==> config.mk <==
export PLATFORM = sky130hd
export DESIGN_NAME = ps2_host_tx
export DESIGN_NICKNAME = d
export VERILOG_FILES = /design/src/rtl/ps2_host_tx.sv
export SDC_FILE = /design/constraint.sdc
export NUM_CORES = 1
export LEC_CHECK = 0
export ABC_AREA = 1
export CORE_MARGIN = 5
export CORE_UTILIZATION = 61
export DETAILED_ROUTE_END_ITERATION = 8
export PLACE_DENSITY = 0.92
export SLEW_MARGIN = 10
export SYNTH_ARGS = -nofsm -noshare
export SYNTH_HDL_FRONTEND = slang
export SYNTH_SLANG_ARGS = --single-unit
==> constraint.sdc <==
create_clock -name clk -period 3.15 [get_ports clk]
set_input_delay 0.945 -clock clk [delete_from_list [all_inputs] [get_ports clk]]
set_output_delay 0.945 -clock clk [all_outputs]
set_load 0.02 [all_outputs]
==> src/rtl/ps2_host_tx.sv <==
// ps2_host_tx
//   Host-to-device PS/2 transmitter. Inhibits the bus, issues request-to-send,
//   shifts one command byte (LSB first, odd parity, stop) out on device clock
//   falling edges and samples the device acknowledge bit. A watchdog aborts the
//   transfer if the device stops clocking.
//
// Ports
//   clk          system clock, rising edge
//   clrn         asynchronous active-low reset
//   tx_data      command byte, sampled on handshake
//   tx_valid     request to send tx_data
//   tx_ready     high only while idle; handshake = tx_valid & tx_ready
//   ps2_clk_i    PS/2 clock pin level (asynchronous)
//   ps2_data_i   PS/2 data pin level (asynchronous)
//   ps2_clk_oe   1 = pull ps2_clk low
//   ps2_data_oe  1 = pull ps2_data low
//   busy         ~tx_ready; receive path ignores the bus while high
//   done         one-cycle pulse at end of transfer
//   ack_ok       with done: device acknowledged
//   timeout      with done: watchdog expired
module ps2_host_tx #(
  parameter int unsigned INHIBIT_CYCLES = 5000,
  parameter int unsigned TIMEOUT_CYCLES = 750000
) (
  input  logic       clk,
  input  logic       clrn,
  input  logic [7:0] tx_data,
  input  logic       tx_valid,
  output logic       tx_ready,
  input  logic       ps2_clk_i,
  input  logic       ps2_data_i,
  output logic       ps2_clk_oe,
  output logic       ps2_data_oe,
  output logic       busy,
  output logic       done,
  output logic       ack_ok,
  output logic       timeout
);

  // state     | meaning
  // IDLE      | lines released, ready for a command
  // INHIBIT   | ps2_clk held low for INHIBIT_CYCLES
  // REQ       | clk released, data low (start bit), waiting for edge 1
  // XFER      | edges 1..10 shift data, parity and stop
  // ACK       | waiting for edge 11, sample acknowledge
  // WAIT_IDLE | waiting for both lines high
  // DONE      | one-cycle completion pulse

  localparam int unsigned MAXC = (TIMEOUT_CYCLES > INHIBIT_CYCLES) ? TIMEOUT_CYCLES
                                                                     : INHIBIT_CYCLES;
  localparam int CW = $clog2(MAXC) + 1;
  localparam logic [CW-1:0] INH_LOAD = CW'(INHIBIT_CYCLES - 1);
  localparam logic [CW-1:0] WD_LOAD  = CW'(TIMEOUT_CYCLES - 1);

  typedef enum logic [2:0] {
    S_IDLE, S_INHIBIT, S_REQ, S_XFER, S_ACK, S_WAIT_IDLE, S_DONE
  } state_t;

  state_t        state_q, state_d;
  logic [2:0]    clk_sync_q;
  logic [1:0]    data_sync_q;
  logic [CW-1:0] cnt_q, cnt_d;
  logic [8:0]    shift_q, shift_d;
  logic [3:0]    edge_q, edge_d;
  logic          clk_oe_q, clk_oe_d;
  logic          data_oe_q, data_oe_d;
  logic          ready_q, ready_d;
  logic          done_q, done_d;
  logic          ack_q, ack_d;
  logic          to_q, to_d;
  logic          fall, clk_s, data_s, hs, wd_active;

  assign clk_s  = clk_sync_q[1];
  assign data_s = data_sync_q[1];
  assign fall   = clk_sync_q[2] & ~clk_sync_q[1];
  assign hs     = tx_valid & ready_q;

  // Synchronizers reset to the idle-high bus level so no edge appears at reset.
  always_ff @(posedge clk or negedge clrn) begin
    if (!clrn) begin
      clk_sync_q  <= '1;
      data_sync_q <= '1;
    end else begin
      clk_sync_q  <= {clk_sync_q[1:0], ps2_clk_i};
      data_sync_q <= {data_sync_q[0], ps2_data_i};
    end
  end

  always_ff @(posedge clk or negedge clrn) begin
    if (!clrn) begin
      state_q   <= S_IDLE;
      cnt_q     <= '0;
      shift_q   <= '0;
      edge_q    <= '0;
      clk_oe_q  <= 1'b0;
      data_oe_q <= 1'b0;
      ready_q   <= 1'b1;
      done_q    <= 1'b0;
      ack_q     <= 1'b0;
      to_q      <= 1'b0;
    end else begin
      state_q   <= state_d;
      cnt_q     <= cnt_d;
      shift_q   <= shift_d;
      edge_q    <= edge_d;
      clk_oe_q  <= clk_oe_d;
      data_oe_q <= data_oe_d;
      ready_q   <= ready_d;
      done_q    <= done_d;
      ack_q     <= ack_d;
      to_q      <= to_d;
    end
  end

  always_comb begin
    state_d   = state_q;
    cnt_d     = cnt_q;
    shift_d   = shift_q;
    edge_d    = edge_q;
    data_oe_d = data_oe_q;
    ack_d     = ack_q;
    to_d      = to_q;
    wd_active = 1'b0;

    case (state_q)
      S_IDLE: begin
        if (hs) begin
          state_d = S_INHIBIT;
          cnt_d   = INH_LOAD;
          shift_d = {~^tx_data, tx_data};
          edge_d  = '0;
          ack_d   = 1'b0;
          to_d    = 1'b0;
        end
      end
      S_INHIBIT: begin
        if (cnt_q == '0) begin
          state_d   = S_REQ;
          cnt_d     = WD_LOAD;
          data_oe_d = 1'b1;
        end else begin
          cnt_d = cnt_q - 1'b1;
        end
      end
      S_REQ: begin
        wd_active = 1'b1;
        if (fall) begin
          data_oe_d = ~shift_q[0];
          shift_d   = {1'b1, shift_q[8:1]};
          edge_d    = 4'd1;
          state_d   = S_XFER;
        end
      end
      S_XFER: begin
        wd_active = 1'b1;
        if (fall) begin
          // Ones shifted in behind parity become the stop bit on edge 10.
          data_oe_d = ~shift_q[0];
          shift_d   = {1'b1, shift_q[8:1]};
          edge_d    = edge_q + 4'd1;
          if (edge_q == 4'd9) state_d = S_ACK;
        end
      end
      S_ACK: begin
        wd_active = 1'b1;
        if (fall) begin
          ack_d   = ~data_s;
          state_d = S_WAIT_IDLE;
        end
      end
      S_WAIT_IDLE: begin
        wd_active = 1'b1;
        if (clk_s && data_s) state_d = S_DONE;
      end
      S_DONE:  state_d = S_IDLE;
      default: state_d = S_IDLE;
    endcase

    // Watchdog shares the counter; a falling edge beats expiry in the same cycle.
    if (wd_active) begin
      if (fall) begin
        cnt_d = WD_LOAD;
      end else if (cnt_q == '0) begin
        state_d = S_DONE;
        to_d    = 1'b1;
        ack_d   = 1'b0;
      end else begin
        cnt_d = cnt_q - 1'b1;
      end
    end

    if (state_d inside {S_IDLE, S_INHIBIT, S_WAIT_IDLE, S_DONE}) data_oe_d = 1'b0;
    clk_oe_d = (state_d == S_INHIBIT);
    ready_d  = (state_d == S_IDLE);
    done_d   = (state_d == S_DONE);
  end

  assign tx_ready    = ready_q;
  assign busy        = ~ready_q;
  assign ps2_clk_oe  = clk_oe_q;
  assign ps2_data_oe = data_oe_q;
  assign done        = done_q;
  assign ack_ok      = ack_q;
  assign timeout     = to_q;

endmodule

=== Word level (Yosys, flattened, before mapping) ===
Index checks and enable logic that the tools add are counted.
Widths: inputs -> output; s select.

* Muxes and demuxes: 40
* Add/subtract/negate cells: 2
* Eq/ne operators: 15
* Bitwise logic cells: 6
* Reduce and logical (&&, ||, !) cells: 14

{| class="wikitable"
|+ Operator list
! cell !! number
|-
| $mux 21 || 5
|-
| $pmux 21 s2 || 1
|-
| $mux 3 || 10
|-
| $logic_not 21->1 || 1
|-
| $sub 21x1->21 const B || 1
|-
| $mux 9 || 2
|-
| $pmux 3 s6 || 1
|-
| $pmux 9 s2 || 1
|-
| $mux 1 || 14
|-
| $eq 3x3->1 const B || 4
|-
| $mux 4 || 3
|-
| $pmux 4 s3 || 1
|-
| $reduce_xnor 8->1 || 1
|-
| $eq 3x1->1 const B || 2
|-
| $eq 3x2->1 const B || 2
|-
| $logic_not 3->1 || 2
|-
| $ne 2x2->1 const B || 3
|-
| $reduce_and 3->1 || 2
|-
| $reduce_bool 3->1 || 2
|-
| $add 4x1->4 const B || 1
|-
| $eq 4x4->1 const B || 1
|-
| $not 1->1 || 4
|-
| $pmux 1 s2 || 2
|-
| $reduce_and 4->1 || 1
|-
| other kinds (9) || 10
|}

* Bits of input ports: 13
* Register bits: 48
* Output and inout bits: 7
* Word-level logic and storage cells: 89

=== Depth between registers and ports, before layout ===
* Depth in word-level cells: 11
* Depth in mapped cells: 12
* Depth with buffers taken out: 12

=== Least setup slack after synthesis ===
No wires, ideal clock.

* Kind: input -> register
* From: input tx_valid
* To: register edge_q[3]
* Required time: 3,031 ps
* Data arrival time: 1,705 ps
* Cell stages on the path: 8
* Buffers on the path: 0
* Setup time: 119 ps
* Path slack: 1,326 ps
* Cell sequence: nand2_1 > inv_1 > nor2_2 > nor3_4 > inv_2 > nor2_2 > xnor2_1 > nor2_1

* Longest elaborated chain between the ends: 3

{| class="wikitable"
|+ Ends and longest elaborated chain
! what !! line !! RTL
|-
| start, declared || 28 || <nowiki>input logic tx_valid,</nowiki>
|-
| $and 1x1->1 || 76 || <nowiki>assign hs = tx_valid & ready_q;</nowiki>
|-
| $ne 2x2->1 (no line) || - ||
|-
| $reduce_and 4->1 (no line) || - ||
|-
| end signal, assigned || 105 || <nowiki>edge_q <= edge_d;</nowiki>
|-
| end, declared || 64 || <nowiki>logic [3:0] edge_q, edge_d;</nowiki>
|}

No other way between the ends.
A chain may end at the register's enable or synchronous reset.

=== Final worst setup path ===
* From: register ready_q (netlist: tx_ready)
* To: output tx_ready

{| class="wikitable"
|+ RTL lines
! what !! line !! RTL
|-
| start, declared || 67 || <nowiki>logic ready_q, ready_d;</nowiki>
|-
| start signal, assigned || 108 || <nowiki>ready_q <= ready_d;</nowiki>
|-
| end, declared || 29 || <nowiki>output logic tx_ready,</nowiki>
|}

No word-level cell between the ends.

==> results by group <==
Flow run
  – # Max-Cap Violations: 0

Synthesis
  – Mapped Area: 2890 µm²
  – Mapped Cells: 391
  – Syn nets: 407
  – Syn avg cell area: 7.40 µm²
  – Share of the synthesized area in the top cell type: 0.363
  – Register area share after synthesis: 0.418
  – Synth Warn #: 0
  – Unique cell type count in the Yosys netlist: 33
  – Top cells by area, synth: dfrtp_1 (36%), nand2_1 (13%), inv_1 (5.8%)
  – Top cell type by total area after synthesis: dfrtp_1
  – #FFs+latches synth: 48

Outcome
  – Status: finished clean

Global route
  – Initial antenna violation count: 0
  – Global-route wire length before repair: 11400 µm
  – Tot GR Track Use: 0.226
  – Grt ovf: 0
  – Pin count of the biggest net entering global routing: 45
  – Number of global-route vias before repair: 2580

Timing
  – Clk_skew: 0.0105 ns
  – Worst-Margin Slew: 1.00 ns
  – Fmax: 414 MHz
  – Unrepaired setup endpoints after global routing: false
  – Total negative slack: 0 ns
  – Final Setup Violations: 0
  – Final-report hold violation count: 0
  – Final Cycle Share: 0.766
  – Max-slew headroom: 0.332
  – Final min period: 2.41 ns
  – Max Slew Vio Count: 0

Critical path
  – Worst Path Max Fanout: 3
  – Worst reg2reg startpoint: cnt_q[0]
  – CP max stage delay: 0.60 ns
  – CP Buf/Inv Count: 1
  – Cell family with most CP delay: buffers and inverters
  – CP Cell Sequence: clkdlybuf4s50_1
  – Worst path slowest cell: clkdlybuf4s50_1
  – Kind of critical path: flop to output port
  – Setup crit end kind: output port
  – WP data arrival: 1.47 ns
  – Worst setup path startpoint: tx_ready
  – Startpoint types: flop
  – CP Data Required Time: 2.20 ns

Floorplanning
  – Core Region: 4660 µm²
  – Row cnt: 25
  – Chip Width: 78.9 µm
  – Die Ht: 78.9 µm
  – I/O pin count: 20
  – Initial Util: 0.621
  – Full die area: 6220 µm²

Pwr
  – Tot Pwr: 0.00233 W
  – Cell Pwr Density: 720 nW/µm²
  – Max VDD drop: 0.000403 V
  – Leak: 1.57 nW

Clock tree
  – Clk sinks: 48
  – TritonCTS clock tree: done
  – Root buffer cell: clkbuf_8
  – Post-CTS sizing: 0
  – Post-CTS Hold Buffers: 0
  – Number of H-tree levels: 2
  – Max Root-Sink Buffers: 2
  – Clock transition at the registers of the reported paths: 0.09 ns
  – Setup bufs post-CTS: 0
  – CTS buffer count: 5
  – Worst-skew pair later-pin latency: 0.30 ns

Cells and area
  – # diodes: 0
  – Cell area after layout: 3240 µm²
  – Post-layout util: 0.696
  – NumNets Final: 430
  – Area Growth Syn to Fin: 12.0%
  – Layout cell share with drive strength beyond 1: 0.108

Route
  – Final wirelength: 6570 µm
  – Routed Antenna Nets: 0
  – DR pass1 iterations: 5
  – DR WL/cell: 14.0 µm
  – Vias per cell: 5.74
  – Via total after detailed routing: 2692
  – # DRC: 0
  – DR iter-0 viols: 219

Min path
  – HP Class: flop to flop
  – HP Start: clk_sync_q[0]

Placement
  – Post-Place Cell Area: 3140 µm²
  – Port buffer count: 19
  – GPL Wtd Cong: 0.895
  – HPWL Detailed: 4790 µm
==> layout by cell type, fill, tap and decap left out, drive strengths merged <==
master,n
nand2,107
o22ai,2
nor3,2
a22oi,1
xnor2,9
and2,1
clkbuf,7
o21ai,29
inv,55
a31oi,1
nand3,32
o211ai,13
a21oi,5
nor2,55
dfstp,6
nand4,8
ha,3
xor2,11
dfrtp,42
buf,3
clkdlybuf4s50,18
a21boi,2
o31ai,2
bufinv,1
==> stage by stage <==
stage	instances	worst slack [ns]	hold slack (ns)
4_1_cts	469	0.722	0.359
3_5_place_dp	461	0.712	0.347
3_3_place_gp	461	0.768	0.346
5_1_grt	469	0.611	0.362
2_1_floorplan	391	1.33	0.345
6_report	469	0.737	0.358
==> power breakdown <==
| part | internal (W) | total (W) | switching [W] |
|---|---|---|---|
| registers | 0.000783 | 0.000920 | 0.000138 |
| clock network | 0.000238 | 0.000445 | 0.000207 |
| logic | 0.000336 | 0.000969 | 0.000633 |
==> final cells by class <==
cell class / instances / area, µm²
multi-input cells: 283 / 1450
fillers: 364 / 1420
flip-flops and latches: 48 / 1210
inverters: 55 / 209
repair buffers: 21 / 200
clock buffers: 7 / 76.3
well taps: 54 / 67.6
clock inverters: 1 / 30.0
==> cell usage after synthesis <==
master and instances:
nand3_1 30, ha_1 3, o21ai_0 20, o31ai_1 2, nor2_2 8, inv_1 45
xor2_1 11, dfrtp_1 42, a21oi_1 5, o22ai_1 2, nand2_4 1, a22oi_1 1
o211ai_1 13, xnor2_1 9, dfstp_2 6, nand2_1 100, nand4_1 8, nand3_2 2
nor3_1 1, a21boi_0 1, buf_2 3, a21boi_1 1, and2_1 1, nor2_4 2
inv_4 1, nand2_2 6, o21ai_1 9, inv_2 9, a31oi_1 1, buf_1 1
nor3_4 1, buf_4 1, nor2_1 45
==> final timing paths <==
kind,endpoint,slack (ns),depth (start not counted)
max,tx_ready,0.74,1
min,clk_sync_q[1],0.36,0
max reg2reg,cnt_q[12],0.79,11
min reg2reg,clk_sync_q[1],0.36,0
max in group asynchronous,clk_sync_q[2],1.59,2
min in group asynchronous,cnt_q[11],0.80,1
==> cells by family after synthesis <==
family                   count (synthesis)  synth area share
AO/OA/AOI/OAI                           55             0.112
AND/OR/NAND/NOR                        205             0.316
adder cells (fa/ha/maj)                  3            0.0130
XOR/XNOR                                20            0.0605
buffers and inverters                   60            0.0813
flip-flops                              48             0.418
==> layer usage <==
layer / routed length [µm] / track usage / up-vias
met1: 2780 / 0.285 / 1273
met3: 340 / 0.0385 / 18
li1: - / - / 1304
met2: 3300 / 0.388 / 97
met5: 0 / 0 / -
met4: 159 / 0.0859 / 0
==> sequential cells by signal, indices dropped and copies added (netlist names), 2 cells and up <==
signal       cells
shift_q          9
cnt_q           21
data_sync_q      2
edge_q           4
state_q          3
clk_sync_q       3
==> worst register-to-register path, stage by stage, from the launching register on <==
cell	delay, ns
dfrtp_1	0.41
inv_1	0.09
ha_1	0.22
nand2_2	0.11
nor2_4	0.20
nand3_2	0.41
nand2_2	0.26
nand2_2	0.12
inv_2	0.13
nand2_1	0.12
o22ai_1	0.14
inv_1	0.05
Note: power is estimated with default switching activity, not from simulation.
